`src/rtl/id_ex_hazard_ctrl_pkg.sv`:
```
// Shared types and constants for the IF/ID / ID/EX pipeline sequencer.
package id_ex_hazard_ctrl_pkg;

    localparam int unsigned REG_ZERO = 0;
    localparam int unsigned LU_W     = 3;
    localparam int unsigned WAIT_W   = 8;

    typedef enum logic [1:0] {
        ST_RUN      = 2'd0,
        ST_LU_STALL = 2'd1,
        ST_MEM_WAIT = 2'd2
    } state_t;

    typedef struct packed {
        logic pc_write;
        logic ifid_write;
        logic idex_write;
        logic idex_bubble;
        logic flush_ifid;
        logic flush_idex;
        logic flush_exmem;
    } pipe_ctl_t;

    localparam pipe_ctl_t CTL_RUN   = '{1'b1, 1'b1, 1'b1, 1'b0, 1'b0, 1'b0, 1'b0};
    localparam pipe_ctl_t CTL_STALL = '{1'b0, 1'b0, 1'b1, 1'b1, 1'b0, 1'b0, 1'b0};
    localparam pipe_ctl_t CTL_HOLD  = '{1'b0, 1'b0, 1'b0, 1'b0, 1'b0, 1'b0, 1'b0};
    localparam pipe_ctl_t CTL_FLUSH = '{1'b1, 1'b1, 1'b1, 1'b0, 1'b1, 1'b1, 1'b1};
    localparam pipe_ctl_t CTL_RESET = '{1'b0, 1'b0, 1'b0, 1'b1, 1'b1, 1'b1, 1'b1};

    // Saturating increment for the memory-wait counter.
    function automatic logic [WAIT_W-1:0] wait_inc(input logic [WAIT_W-1:0] v);
        return (v == '1) ? v : v + WAIT_W'(1);
    endfunction

endpackage

```
`src/rtl/id_ex_hazard_ctrl_if.sv`:
```
// Decode-side control bus between the ID stage and the pipeline sequencer.
interface id_ex_hazard_ctrl_if #(
    parameter int unsigned REG_W = 5,
    parameter int unsigned CNT_W = 16
);
    logic             id_valid;
    logic [REG_W-1:0] id_rs;
    logic [REG_W-1:0] id_rt;
    logic             id_uses_rt;
    logic             ex_memread;
    logic [REG_W-1:0] ex_rt;
    logic             branch_taken;
    logic             mem_busy;

    logic             pc_write;
    logic             ifid_write;
    logic             idex_write;
    logic             idex_bubble;
    logic             flush_ifid;
    logic             flush_idex;
    logic             flush_exmem;
    logic [CNT_W-1:0] stall_cnt;
    logic             mem_timeout;

    modport master (
        output id_valid, id_rs, id_rt, id_uses_rt, ex_memread, ex_rt, branch_taken, mem_busy,
        input  pc_write, ifid_write, idex_write, idex_bubble,
               flush_ifid, flush_idex, flush_exmem, stall_cnt, mem_timeout
    );

    modport slave (
        input  id_valid, id_rs, id_rt, id_uses_rt, ex_memread, ex_rt, branch_taken, mem_busy,
        output pc_write, ifid_write, idex_write, idex_bubble,
               flush_ifid, flush_idex, flush_exmem, stall_cnt, mem_timeout
    );
endinterface

```
`src/rtl/id_ex_hazard_ctrl_hazard_detect.sv`:
```
// Load-use comparator: flags an ID instruction reading the register a load in EX is producing.
module hazard_detect
    import id_ex_hazard_ctrl_pkg::*;
#(
    parameter int unsigned REG_W = 5
) (
    input  logic             id_valid,
    input  logic [REG_W-1:0] id_rs,
    input  logic [REG_W-1:0] id_rt,
    input  logic             id_uses_rt,
    input  logic             ex_memread,
    input  logic [REG_W-1:0] ex_rt,
    output logic             hazard_c
);

    logic rs_match_c;
    logic rt_match_c;

    assign rs_match_c = (ex_rt == id_rs);
    assign rt_match_c = id_uses_rt && (ex_rt == id_rt);

    // $zero is hardwired, so a load targeting it never creates a dependency.
    assign hazard_c = id_valid && ex_memread && (ex_rt != REG_W'(REG_ZERO))
                      && (rs_match_c || rt_match_c);

endmodule

```
`src/rtl/id_ex_hazard_ctrl.sv`:
```
// IF/ID and ID/EX sequencer: load-use bubbles, branch flush, memory-busy freeze, stall counter.
module id_ex_hazard_ctrl
    import id_ex_hazard_ctrl_pkg::*;
#(
    parameter int unsigned REG_W       = 5,
    parameter int unsigned LOAD_LAT    = 1,
    parameter int unsigned MEM_TIMEOUT = 15,
    parameter int unsigned CNT_W       = 16
) (
    input logic                clk,
    input logic                rst,
    id_ex_hazard_ctrl_if.slave bus
);

    localparam logic [LU_W-1:0]   LU_RELOAD  = LU_W'(LOAD_LAT - 1);
    localparam logic [WAIT_W-1:0] WAIT_LIMIT = WAIT_W'(MEM_TIMEOUT);

    state_t            state_q, state_d;
    state_t            eff_state_c;
    logic [LU_W-1:0]   lu_cnt_q, lu_cnt_d;
    logic [WAIT_W-1:0] wait_cnt_q, wait_cnt_d;
    logic [CNT_W-1:0]  stall_cnt_q, stall_cnt_d;
    logic              mem_timeout_q, mem_timeout_d;
    logic              hazard_c;
    pipe_ctl_t         ctl_c;

    hazard_detect #(.REG_W(REG_W)) u_hazard_detect (
        .id_valid   (bus.id_valid),
        .id_rs      (bus.id_rs),
        .id_rt      (bus.id_rt),
        .id_uses_rt (bus.id_uses_rt),
        .ex_memread (bus.ex_memread),
        .ex_rt      (bus.ex_rt),
        .hazard_c   (hazard_c)
    );

    // Next-state and control decode; priority is mem_busy > branch_taken > load-use.
    always_comb begin
        state_d       = state_q;
        lu_cnt_d      = lu_cnt_q;
        wait_cnt_d    = wait_cnt_q;
        stall_cnt_d   = stall_cnt_q;
        mem_timeout_d = mem_timeout_q;
        ctl_c         = CTL_RUN;
        eff_state_c   = state_q;

        // The cycle leaving MEM_WAIT behaves as the state that was interrupted.
        if (state_q == ST_MEM_WAIT) begin
            eff_state_c = (lu_cnt_q != '0) ? ST_LU_STALL : ST_RUN;
        end

        if (bus.mem_busy) begin
            ctl_c      = CTL_HOLD;
            state_d    = ST_MEM_WAIT;
            wait_cnt_d = (state_q == ST_MEM_WAIT) ? wait_inc(wait_cnt_q) : WAIT_W'(1);
            if (wait_cnt_d >= WAIT_LIMIT) begin
                mem_timeout_d = 1'b1;
            end
        end else begin
            wait_cnt_d = '0;
            if (bus.branch_taken) begin
                ctl_c    = CTL_FLUSH;
                lu_cnt_d = '0;
                state_d  = ST_RUN;
            end else if (eff_state_c == ST_LU_STALL) begin
                ctl_c    = CTL_STALL;
                lu_cnt_d = lu_cnt_q - LU_W'(1);
                state_d  = (lu_cnt_d == '0) ? ST_RUN : ST_LU_STALL;
            end else if (hazard_c) begin
                ctl_c = CTL_STALL;
                if (LOAD_LAT > 1) begin
                    lu_cnt_d = LU_RELOAD;
                    state_d  = ST_LU_STALL;
                end else begin
                    state_d = ST_RUN;
                end
            end else begin
                state_d = ST_RUN;
            end
        end

        if (!ctl_c.pc_write && (stall_cnt_q != '1)) begin
            stall_cnt_d = stall_cnt_q + CNT_W'(1);
        end

        if (rst) begin
            ctl_c = CTL_RESET;
        end
    end

    always_ff @(posedge clk) begin
        if (rst) begin
            state_q       <= ST_RUN;
            lu_cnt_q      <= '0;
            wait_cnt_q    <= '0;
            stall_cnt_q   <= '0;
            mem_timeout_q <= 1'b0;
        end else begin
            state_q       <= state_d;
            lu_cnt_q      <= lu_cnt_d;
            wait_cnt_q    <= wait_cnt_d;
            stall_cnt_q   <= stall_cnt_d;
            mem_timeout_q <= mem_timeout_d;
        end
    end

    assign bus.pc_write    = ctl_c.pc_write;
    assign bus.ifid_write  = ctl_c.ifid_write;
    assign bus.idex_write  = ctl_c.idex_write;
    assign bus.idex_bubble = ctl_c.idex_bubble;
    assign bus.flush_ifid  = ctl_c.flush_ifid;
    assign bus.flush_idex  = ctl_c.flush_idex;
    assign bus.flush_exmem = ctl_c.flush_exmem;
    assign bus.stall_cnt   = stall_cnt_q;
    assign bus.mem_timeout = mem_timeout_q;

endmodule
```
`src/flat_wrapper.sv`:
```
// flat-port wrapper written by rule: the top's interface ports become plain ports
module id_ex_hazard_ctrl_flat import id_ex_hazard_ctrl_pkg::*;
#(
    parameter int unsigned REG_W       = 5,
    parameter int unsigned LOAD_LAT    = 1,
    parameter int unsigned MEM_TIMEOUT = 15,
    parameter int unsigned CNT_W       = 16
)
  (clk, rst, bus_id_valid, bus_id_rs, bus_id_rt, bus_id_uses_rt, bus_ex_memread, bus_ex_rt, bus_branch_taken, bus_mem_busy, bus_pc_write, bus_ifid_write, bus_idex_write, bus_idex_bubble, bus_flush_ifid, bus_flush_idex, bus_flush_exmem, bus_stall_cnt, bus_mem_timeout);
  id_ex_hazard_ctrl_if #(.REG_W(REG_W), .CNT_W(CNT_W)) bus_i ();
  input logic clk;
  input logic rst;
  input wire logic [$bits(bus_i.id_valid)-1:0] bus_id_valid;
  input wire logic [$bits(bus_i.id_rs)-1:0] bus_id_rs;
  input wire logic [$bits(bus_i.id_rt)-1:0] bus_id_rt;
  input wire logic [$bits(bus_i.id_uses_rt)-1:0] bus_id_uses_rt;
  input wire logic [$bits(bus_i.ex_memread)-1:0] bus_ex_memread;
  input wire logic [$bits(bus_i.ex_rt)-1:0] bus_ex_rt;
  input wire logic [$bits(bus_i.branch_taken)-1:0] bus_branch_taken;
  input wire logic [$bits(bus_i.mem_busy)-1:0] bus_mem_busy;
  output wire logic [$bits(bus_i.pc_write)-1:0] bus_pc_write;
  output wire logic [$bits(bus_i.ifid_write)-1:0] bus_ifid_write;
  output wire logic [$bits(bus_i.idex_write)-1:0] bus_idex_write;
  output wire logic [$bits(bus_i.idex_bubble)-1:0] bus_idex_bubble;
  output wire logic [$bits(bus_i.flush_ifid)-1:0] bus_flush_ifid;
  output wire logic [$bits(bus_i.flush_idex)-1:0] bus_flush_idex;
  output wire logic [$bits(bus_i.flush_exmem)-1:0] bus_flush_exmem;
  output wire logic [$bits(bus_i.stall_cnt)-1:0] bus_stall_cnt;
  output wire logic [$bits(bus_i.mem_timeout)-1:0] bus_mem_timeout;
  assign bus_i.id_valid = bus_id_valid;
  assign bus_i.id_rs = bus_id_rs;
  assign bus_i.id_rt = bus_id_rt;
  assign bus_i.id_uses_rt = bus_id_uses_rt;
  assign bus_i.ex_memread = bus_ex_memread;
  assign bus_i.ex_rt = bus_ex_rt;
  assign bus_i.branch_taken = bus_branch_taken;
  assign bus_i.mem_busy = bus_mem_busy;
  assign bus_pc_write = bus_i.pc_write;
  assign bus_ifid_write = bus_i.ifid_write;
  assign bus_idex_write = bus_i.idex_write;
  assign bus_idex_bubble = bus_i.idex_bubble;
  assign bus_flush_ifid = bus_i.flush_ifid;
  assign bus_flush_idex = bus_i.flush_idex;
  assign bus_flush_exmem = bus_i.flush_exmem;
  assign bus_stall_cnt = bus_i.stall_cnt;
  assign bus_mem_timeout = bus_i.mem_timeout;
  id_ex_hazard_ctrl #(.REG_W(REG_W), .LOAD_LAT(LOAD_LAT), .MEM_TIMEOUT(MEM_TIMEOUT), .CNT_W(CNT_W)) u_core (.clk(clk), .rst(rst), .bus(bus_i));
endmodule
```
`config.mk`:
```
export PLATFORM = sky130hd
export DESIGN_NAME = id_ex_hazard_ctrl_flat
export DESIGN_NICKNAME = d
export VERILOG_FILES = /design/src/rtl/id_ex_hazard_ctrl_pkg.sv /design/src/rtl/id_ex_hazard_ctrl_if.sv /design/src/rtl/id_ex_hazard_ctrl_hazard_detect.sv /design/src/rtl/id_ex_hazard_ctrl.sv /design/src/flat_wrapper.sv
export SDC_FILE = /design/constraint.sdc
export NUM_CORES = 1
export LEC_CHECK = 0
export BUFFER_PORTS_ARGS = -buffer_cell sky130_fd_sc_hd__buf_2
export CAP_MARGIN = 0
export CORE_ASPECT_RATIO = 1.5
export CORE_MARGIN = 2
export CORE_UTILIZATION = 35
export DETAILED_ROUTE_END_ITERATION = 12
export GPL_TIMING_DRIVEN = 0
export HOLD_SLACK_MARGIN = 0.06
export SLEW_MARGIN = 10
export SYNTH_ARGS = -nofsm -noshare
export SYNTH_HDL_FRONTEND = slang
export SYNTH_SLANG_ARGS = --single-unit
export TNS_END_PERCENT = 50
```
`constraint.sdc`:
```
create_clock -name clk -period 3.1 [get_ports clk]
set_clock_uncertainty 0.1 [all_clocks]
set_input_delay 0.465 -clock clk [delete_from_list [all_inputs] [get_ports clk]]
set_output_delay 0.465 -clock clk [all_outputs]
set_load 0.005 [all_outputs]
```
==> results.cfg <==
[clock_network]
cts.hold.buffers_added = 0
htree_levels = 2
root_buffer = clkbuf_8
cts.clk_slew.worst_paths_ps = 60
cts_sinks = 30
post_cts_buffers = 0
clk_path_buf_depth = 2
numCtsBuffers = 5
cts_tree = done
clock_latency_ps = 270
cts.repair.resized = 0

[routing]
wl_um = 3960
vias_per_cell = 5.11
wire_per_inst_um = 12.3
wl_met2_um = 2010
drtPass1Iterations = 4
drc = 0
met3_length_um = 173
ant_nets = 0
routed.top_layer = met4
drt-initial-drc-count = 55
vias = 1647
wl_met1_um = 1750

[timing]
slew_violations = 0
layout_setup_ws_ps = 682
setup-tns-final_ps = 0
fin_crit_ps = 2420
min_period_over_period_pct = 78.0
fmax_mhz = 414
slew-limit-headroom_pct = 67.7
setup_viol = 0
rsz0062_at_grt = no
finalHoldViolations = 0
worstMarginPinSlew_ps = 485

[grt]
antenna_found_initial = 0
overflow = 0
grt_max_degree = 11
grt_pass1_vias = 1432
grt_pass1_wl_um = 6380
grt.total_usage_pct = 15.4

[setup_path]
crit_chain = buf_2 -> or3_1 -> o311a_1 -> a21oi_1 -> o21a_1 -> buf_4 -> buf_2
cp.depth = 7
path_max_fanout = 3
reg2reg_from = u_core.bus.stall_cnt[0]
rr_endpoint = u_core.bus.stall_cnt[1]
worst-r2r-setup-slack_ps = 760
crit_path_end = bus_pc_write
crit_top_cell = buf_2
crit_slowest_cell = or3_1
crit_arrival_ps = 1850
setup.worst_path.class = input port to output port
cp-end-kind = output port
slowest_delay_ps = 380
cp_num_buf_inv = 3
ff2ff_path_depth = 9
startpoint_type = input port
setup.worst_path.start = bus_ex_rt[0]
cp_top_family = compound AO/OA/AOI/OAI gates
critPathRequiredTime_ps = 2530

[logic_synthesis]
synth_seq_area_share_pct = 35.5
synth_area_leaders = dfxtp_1, xnor2_1, a21oi_1
synth_area_leader_cell = dfxtp_1
synth.top_cell.area_share_pct = 35.5
synth.distinct_cells = 43
yosysWarnings = 0
ys_ff_latch = 30
syn-instance-count = 205
avgSynthCellArea_sq_um = 8.25
synth_area_sq_um = 1690
synth_nets = 232

[final_layout]
area.growth.synth_to_final_pct = 23.1
layoutNonFillerInstCount = 322
n_antenna_cell = 0
layout_common_cells = buf_2, dfxtp_1, a21oi_1, nor2_1, nand2_1
mostFrequentLayoutCell = buf_2
num-nets-final = 284
drive_gt1_share_pct = 23.8

[place]
gp_congestion = 0.752
post-place-ws_ps = 588
dp.cells = 316
portBuffers = 45
hpwl_um = 3080

[hold_path]
whs_path_depth = 2
hp-class = flip-flop to flip-flop

[power_and_ir_drop]
total_leakage_power_nw = 0.841
power_mw = 0.787
ir_drop_v = 0.000184
p_per_area_nw_per_um2 = 378

[floorplan]
fp.dieW_um = 60.8
initial_core_util_pct = 35.7
die_h_um = 89.1
std_cell_rows = 31
die_area_sq_um = 5420
boundaryPins = 46
core_area_sq_um = 4730

[flow_run]
maxCapViolations = 0

[status]
outcome = completed
-- through the flow --
step | util (%) | area, sq um | hold WS, ps
2_1_floorplan | - | 1690 | 354
3_5_place_dp | 42.3 | 2000 | 376
4_1_cts | 44.0 | 2080 | 391
5_1_grt | 44.0 | 2080 | 426
3_3_place_gp | 42.3 | 2000 | 368
6_report | 44.0 | 2080 | 387
-- registers in the layout, summed over array words and instances (netlist names) --
register                flops
u_core.wait_cnt_q           8
u_core.lu_cnt_q             3
u_core.bus.stall_cnt       16
u_core.state_q              2
u_core.bus.mem_timeout      1
-- area by class of cell --
class                   count  area, sq um
clock buffers               6         82.6
inverters                   8         30.0
plain buffers               8         65.1
fillers                   527         2650
repair buffers             45          225
flip-flops and latches     30          601
multi-input cells         159          996
well taps                  66         82.6
-- synthesized netlist by cell type, drive strengths merged --
cell / n
o21a: 2
o21bai: 1
ha: 5
a311oi: 1
and3: 4
and4: 1
or2: 1
and2b: 1
nor2: 20
or4: 6
o22ai: 2
buf: 5
and4b: 1
inv: 8
o32a: 1
nand2b: 1
nand3: 10
o31ai: 7
nand4: 8
o211ai: 1
a21oi: 20
dfxtp: 30
o21ai: 10
nor4: 1
o311a: 1
or3: 6
nor3: 5
mux2i: 2
a31oi: 2
nand2: 16
mux2: 2
nor2b: 4
xnor2: 13
xor2: 1
nand4b: 1
a21o: 2
clkbuf: 3
-- worst min-delay path, stage by stage (launching register included) --
cell and delay (ps):
dfxtp_1 330, a21oi_1 60, nor2_1 70
-- worst min path at each step --
stage                              to  slack [ps]                   start
2_1_floorplan      u_core.lu_cnt_q[1]         350      u_core.lu_cnt_q[1]
3_3_place_gp       u_core.lu_cnt_q[1]         370      u_core.lu_cnt_q[1]
3_5_place_dp       u_core.lu_cnt_q[1]         380      u_core.lu_cnt_q[1]
4_1_cts            u_core.lu_cnt_q[1]         390      u_core.lu_cnt_q[1]
5_1_grt        u_core.bus.mem_timeout         430  u_core.bus.mem_timeout
6_report           u_core.lu_cnt_q[1]         390      u_core.lu_cnt_q[1]
-- routing by layer --
metal  up-vias  GRT usage [%]
met1       762           18.4
li1        844              -
met4         0           4.15
met3         4           3.76
met5         -              0
met2        37           26.9
-- power by group --
part           total [mW]  switching, mW  internal (mW)
Sequential          0.396        0.00601          0.390
Combinational      0.0845         0.0422         0.0423
Clock               0.306          0.135          0.171
Total               0.787          0.184          0.603
-- logic make-up (layout without fill, tap and decap cells) --
family / count (synthesis) / after routing / share of synthesized area [%]
buf+inv: 16 / 67 / 5.62
fa+ha+maj: 5 / 5 / 3.70
mux: 4 / 4 / 2.74
simple gates: 86 / 86 / 27.4
flops: 30 / 30 / 35.5
xor+xnor: 14 / 14 / 7.25
compound gates: 50 / 50 / 17.8
Note: power is estimated with default switching activity, not from simulation.
